==> config.mk <==
export PLATFORM = sky130hd
export DESIGN_NAME = mod107_residue_accumulator
export DESIGN_NICKNAME = d
export VERILOG_FILES = /design/src/rtl/mod107_pkg.sv /design/src/rtl/mod107_add.sv /design/src/rtl/mod107_residue_accumulator.sv
export SDC_FILE = /design/constraint.sdc
export NUM_CORES = 1
export LEC_CHECK = 0
export ABC_AREA = 1
export CORE_MARGIN = 2
export CORE_UTILIZATION = 35
export CTS_BUF_LIST = sky130_fd_sc_hd__clkbuf_8
export CTS_CLUSTER_SIZE = 25
export DETAILED_ROUTE_END_ITERATION = 16
export PLACE_DENSITY = 0.63
export SYNTH_ARGS = -nofsm -noshare
export SYNTH_HDL_FRONTEND = slang
export SYNTH_SLANG_ARGS = --single-unit
==> constraint.sdc <==
create_clock -name clk -period 2.3 [get_ports clk]
set_input_delay 0.69 -clock clk [delete_from_list [all_inputs] [get_ports clk]]
set_output_delay 0.69 -clock clk [all_outputs]
set_load 0.1 [all_outputs]
==> src/rtl/mod107_pkg.sv <==
// Shared modulus constants, residue type and the single-step mod-107 reduction
// used by the residue accumulation tree.
package mod107_pkg;

    localparam int MODULUS = 107;
    localparam int RES_W   = 7;

    typedef logic [RES_W-1:0] residue_t;

    // Valid only for inputs below 2*MODULUS: one conditional subtract suffices.
    function automatic residue_t mod107_reduce(input logic [7:0] s);
        logic [7:0] diff;
        diff = s - 8'(MODULUS);
        if (s >= 8'(MODULUS)) begin
            return diff[RES_W-1:0];
        end
        return s[RES_W-1:0];
    endfunction

endpackage

==> src/rtl/mod107_add.sv <==
// Combinational modular adder: (a + b) mod 107 for operands already in 0..106.
module mod107_add
    import mod107_pkg::*;
(
    input  logic [6:0] a,
    input  logic [6:0] b,
    output logic [6:0] sum
);

    logic [7:0] raw;

    assign raw = {1'b0, a} + {1'b0, b};
    assign sum = mod107_reduce(raw);

endmodule

==> src/rtl/mod107_residue_accumulator.sv <==
// Streams weighted chunk residues over valid/ready, keeps a running sum mod 107
// and holds one result per frame with range and length error flags.
module mod107_residue_accumulator
    import mod107_pkg::*;
#(
    parameter int N_CHUNKS = 84,
    parameter int CNT_W    = $clog2(N_CHUNKS + 1)
) (
    input  logic             clk,
    input  logic             rst_n,
    input  logic             clr,
    input  logic             in_valid,
    output logic             in_ready,
    input  logic [6:0]       in_residue,
    input  logic             in_last,
    output logic             out_valid,
    input  logic             out_ready,
    output logic [6:0]       out_residue,
    output logic [CNT_W-1:0] out_count,
    output logic             out_range_err,
    output logic             out_len_err
);

    typedef enum logic [0:0] {
        ACCUM = 1'b0,
        HOLD  = 1'b1
    } state_t;

    localparam logic [CNT_W-1:0] N_CHUNKS_C = CNT_W'(N_CHUNKS);

    state_t           state;
    state_t           next_state;
    residue_t         acc;
    logic [CNT_W-1:0] cnt;
    logic             range_flag;

    residue_t         r_red;
    residue_t         acc_sum;
    logic             in_range;
    logic [CNT_W-1:0] cnt_inc;
    logic             range_next;

    logic             accept;
    logic             latch;
    logic             clear;

    // Out-of-range inputs (107..127) fold back once and poison the frame.
    assign in_range   = in_residue >= 7'(MODULUS);
    assign r_red      = mod107_reduce({1'b0, in_residue});
    assign range_next = range_flag | in_range;
    assign cnt_inc    = (cnt == {CNT_W{1'b1}}) ? cnt : cnt + 1'b1;

    mod107_add u_add (
        .a   (acc),
        .b   (r_red),
        .sum (acc_sum)
    );

    assign in_ready  = (state == ACCUM);
    assign out_valid = (state == HOLD);

    always_ff @(posedge clk or negedge rst_n) begin
        if (!rst_n) begin
            state <= ACCUM;
        end else begin
            state <= next_state;
        end
    end

    always_comb begin
        next_state = state;
        accept     = 1'b0;
        latch      = 1'b0;
        clear      = 1'b0;
        case (state)
            ACCUM: begin
                if (clr) begin
                    clear = 1'b1;
                end else if (in_valid) begin
                    accept = 1'b1;
                    if (in_last) begin
                        latch      = 1'b1;
                        next_state = HOLD;
                    end
                end
            end
            HOLD: begin
                if (out_ready) begin
                    next_state = ACCUM;
                end
            end
            default: next_state = ACCUM;
        endcase
    end

    always_ff @(posedge clk or negedge rst_n) begin
        if (!rst_n) begin
            acc        <= '0;
            cnt        <= '0;
            range_flag <= 1'b0;
        end else if (clear || latch) begin
            acc        <= '0;
            cnt        <= '0;
            range_flag <= 1'b0;
        end else if (accept) begin
            acc        <= acc_sum;
            cnt        <= cnt_inc;
            range_flag <= range_next;
        end
    end

    // Result registers only change when a frame closes, so they stay stable in HOLD.
    always_ff @(posedge clk or negedge rst_n) begin
        if (!rst_n) begin
            out_residue   <= '0;
            out_count     <= '0;
            out_range_err <= 1'b0;
            out_len_err   <= 1'b0;
        end else if (latch) begin
            out_residue   <= acc_sum;
            out_count     <= cnt_inc;
            out_range_err <= range_next;
            out_len_err   <= (cnt_inc != N_CHUNKS_C);
        end
    end

endmodule
==> flow_summary.json <==
{
  "first_pass_iters": 4,
  "top_layer": "met4",
  "leakagePower_nw": 1.62,
  "yosysSeqAreaShare": 0.376,
  "cts_buffers": 5,
  "slew_headroom": 0.734,
  "reg2reg_slack_ps": 200,
  "die_h_um": 82,
  "status": "finished, violations left",
  "first_global_vias": 2015,
  "drtIter0Drc": 63,
  "synth_fa_ha_area_frac": 0.0799,
  "violations": "setup timing",
  "wl_per_cell_um": 11.4,
  "critPathLaunchType": "input pin",
  "grt_overflow": 0,
  "maxCapViolations": 0,
  "finalClockSkew_ps": 4.24,
  "ys_types": 32,
  "tightest_slew_ps": 399,
  "start_util": 0.362,
  "cts_root_buffer": "clkbuf_8",
  "antenna_found_initial": 0,
  "area_delta_synth_final_pct": 43.8,
  "wl_met2_um": 2490,
  "rsz0062_at_grt": "true",
  "vias": 1998,
  "synthSimpleGateAreaFrac": 0.321,
  "rows": 28,
  "crit_fanout": 7,
  "core_area_um2": 5890,
  "gr-usage-all-layers": 0.168,
  "final_common_cell": "nand2_1",
  "fin_crit_sh": 1.27,
  "n_antenna_cell": 0,
  "drive_gt1_frac": 0.357,
  "grt_pass1_wl_um": 8710,
  "cts.sinks": 32,
  "hp-start": "out_residue[3]",
  "yosys_warnings": 0,
  "hold_end": "out_residue[3]",
  "hpwl_um": 3730,
  "ios": 31,
  "grt_max_degree": 33,
  "place_ws_ps": -1470,
  "min_path_type": "flop to flop",
  "portBuffers": 30,
  "clock_path_buffers": 2,
  "crit_arrival_ps": 3100,
  "end_kind": "flop",
  "ir_drop_mv": 0.533,
  "slowest_stage": "fa_2",
  "synthMuxAreaShare": 0,
  "syn_area_um2": 2130,
  "fmax_ghz": 0.343,
  "synth_compound_area_frac": 0.0905,
  "clk_pin_slew_ps": 70,
  "crit_type": "input pin to flop",
  "drtAntennaViolNets": 0,
  "wirelength_um": 4990,
  "fin_crit_ps": 2920,
  "required_ps": 2480,
  "rr_startpoint": "acc[0]",
  "synthesis.nets": 314,
  "avgViaCountPerCell": 4.55,
  "synth_top_area_frac": 0.376,
  "met1_length_um": 2260,
  "die_w_um": 82,
  "htreeDepth": 2,
  "ys_top_cells_by_area": "dfrtp_1 (38%), nand2_1 (17%), ha_1 (7.1%)",
  "drc": 0,
  "nNetsFinal": 390,
  "slowest_delay_ps": 530,
  "synth_top_family_by_area": "simple AND/OR/NAND/NOR gates",
  "total_power_mw": 2.44,
  "powerDensity_nw_per_um2": 798,
  "post_synth_xor_area_fraction": 0.0529,
  "syn_avg_cell_area_um2": 7.39,
  "finalSetupViolCount": 14,
  "yosysTopAreaCell": "dfrtp_1",
  "met3RoutedLength_um": 149,
  "die_area_um2": 6720,
  "layout_common_cells": "nand2_1 (86), buf_4 (59), inv_1 (32), dfrtp_1 (31), nand3_1 (21)",
  "finalHoldViolCount": 0,
  "finalMaxSlewViolations": 0,
  "reg2reg_to": "acc[4]",
  "ys_ff_latch": 32,
  "cts_tree": "built",
  "setup_slack_ps": -618,
  "worstPathCellList": "buf_6 -> inv_4 -> nand2_4 -> nand2_4 -> nand2_4 -> a31oi_4 -> nor2_4 -> xor2_1 -> ha_2 -> inv_2 -> fa_2 -> inv_2 -> ha_4 -> inv_2 -> nand2_2 -> nand3_2 -> nand2_2 -> nand3_4 -> nand2_4 -> nand2_1 -> nand2_1 -> nand2_1 -> nand2_1",
  "holdPathStages": 2,
  "clock_latency_ps": 280,
  "fin_tns_setup_ps": -8220,
  "synth_cells": 288,
  "r2r_cells": 15,
  "place.gp.congestion": 0.950
}
[metal layers]
metal  vias up  global-route usage
li1       1057                   -
met1       902               0.204
met2        30               0.302
met3         9              0.0297
met4         0              0.0500
met5         -                   0
[worst max-delay path, delay by kind of cell]
kind / cells / cell delay (ps)
XOR/XNOR: 1 / 170
adder cells (fa/ha/maj): 3 / 880
AND/OR/NAND/NOR: 13 / 900
AO/OA/AOI/OAI: 1 / 170
buffers and inverters: 5 / 300
[through the flow]
step	util	std cells	hold slack, ps	cell area, um^2
after floorplan	-	288	394	2160
after global placement	0.463	419	467	2730
after detailed placement	0.463	419	472	2730
after CTS	0.507	438	483	2980
after global routing	0.520	439	509	3060
final	0.520	439	484	3060
[state kept, by name, summed over array words and instances, names as in the netlist]
signal / cells
out_residue: 7
acc: 7
cnt: 7
out_range_err: 1
out_valid: 1
out_count: 7
out_len_err: 1
range_flag: 1
[area by class of cell]
type                    instances  area (um^2)
multi-input cells             211         1320
inverters                      41          160
well taps                      75         93.8
flip-flops and latches         32          802
repair buffers                 73          596
fillers                       566         2820
clock buffers                   7         96.3
[cell usage after synthesis]
library cell	number
nand2_1	99
inv_1	40
dfrtp_1	32
nand3_1	22
o21ai_0	15
nor2_1	14
ha_1	12
nand2_2	9
xor2_1	9
a21oi_1	5
nand3_2	4
clkbuf_1	3
o22ai_1	3
a31oi_1	2
xnor2_1	2
a21boi_0	1
a21boi_2	1
a21oi_2	1
a22o_1	1
a41oi_1	1
buf_2	1
fa_1	1
inv_2	1
nand2_4	1
nand3_4	1
nor2_2	1
nor3_1	1
o21a_1	1
o21ai_2	1
or2_0	1
or2_2	1
xnor2_2	1
[how the worst max path moves through the flow]
stage,start,to,slack [ps],cells after the start
CTS,in_residue[1],out_residue[3],-540,23
floorplan,in_residue[0],out_residue[3],-690,22
global route,in_residue[2],acc[0],-770,23
finish,in_residue[2],acc[4],-620,23
detailed placement,in_residue[0],out_residue[1],-1470,24
global placement,in_residue[0],out_residue[5],-1440,21
[where the power goes]
group          internal (mW)  switching, mW
clock network          0.266          0.200
registers              0.638         0.0490
logic                  0.409          0.881
[kinds of logic (layout without fill, tap and decap cells)]
logic type / count (synthesis) / after routing
XOR/XNOR: 12 / 12
flip-flops: 32 / 32
AND/OR/NAND/NOR: 154 / 154
buffers and inverters: 45 / 121
AO/OA/AOI/OAI: 32 / 32
adder cells (fa/ha/maj): 13 / 13
[what timing repair did]
| item | in CTS | in global routing |
|---|---|---|
| endpoints found under the setup margin | 14 | 14 |
| setup buffers | 12 | 1 |
| resized for setup | 44 | 17 |
| hold buffers | 0 | 0 |
| pin swaps | 14 | 9 |
(Power assumes the default switching activity.)
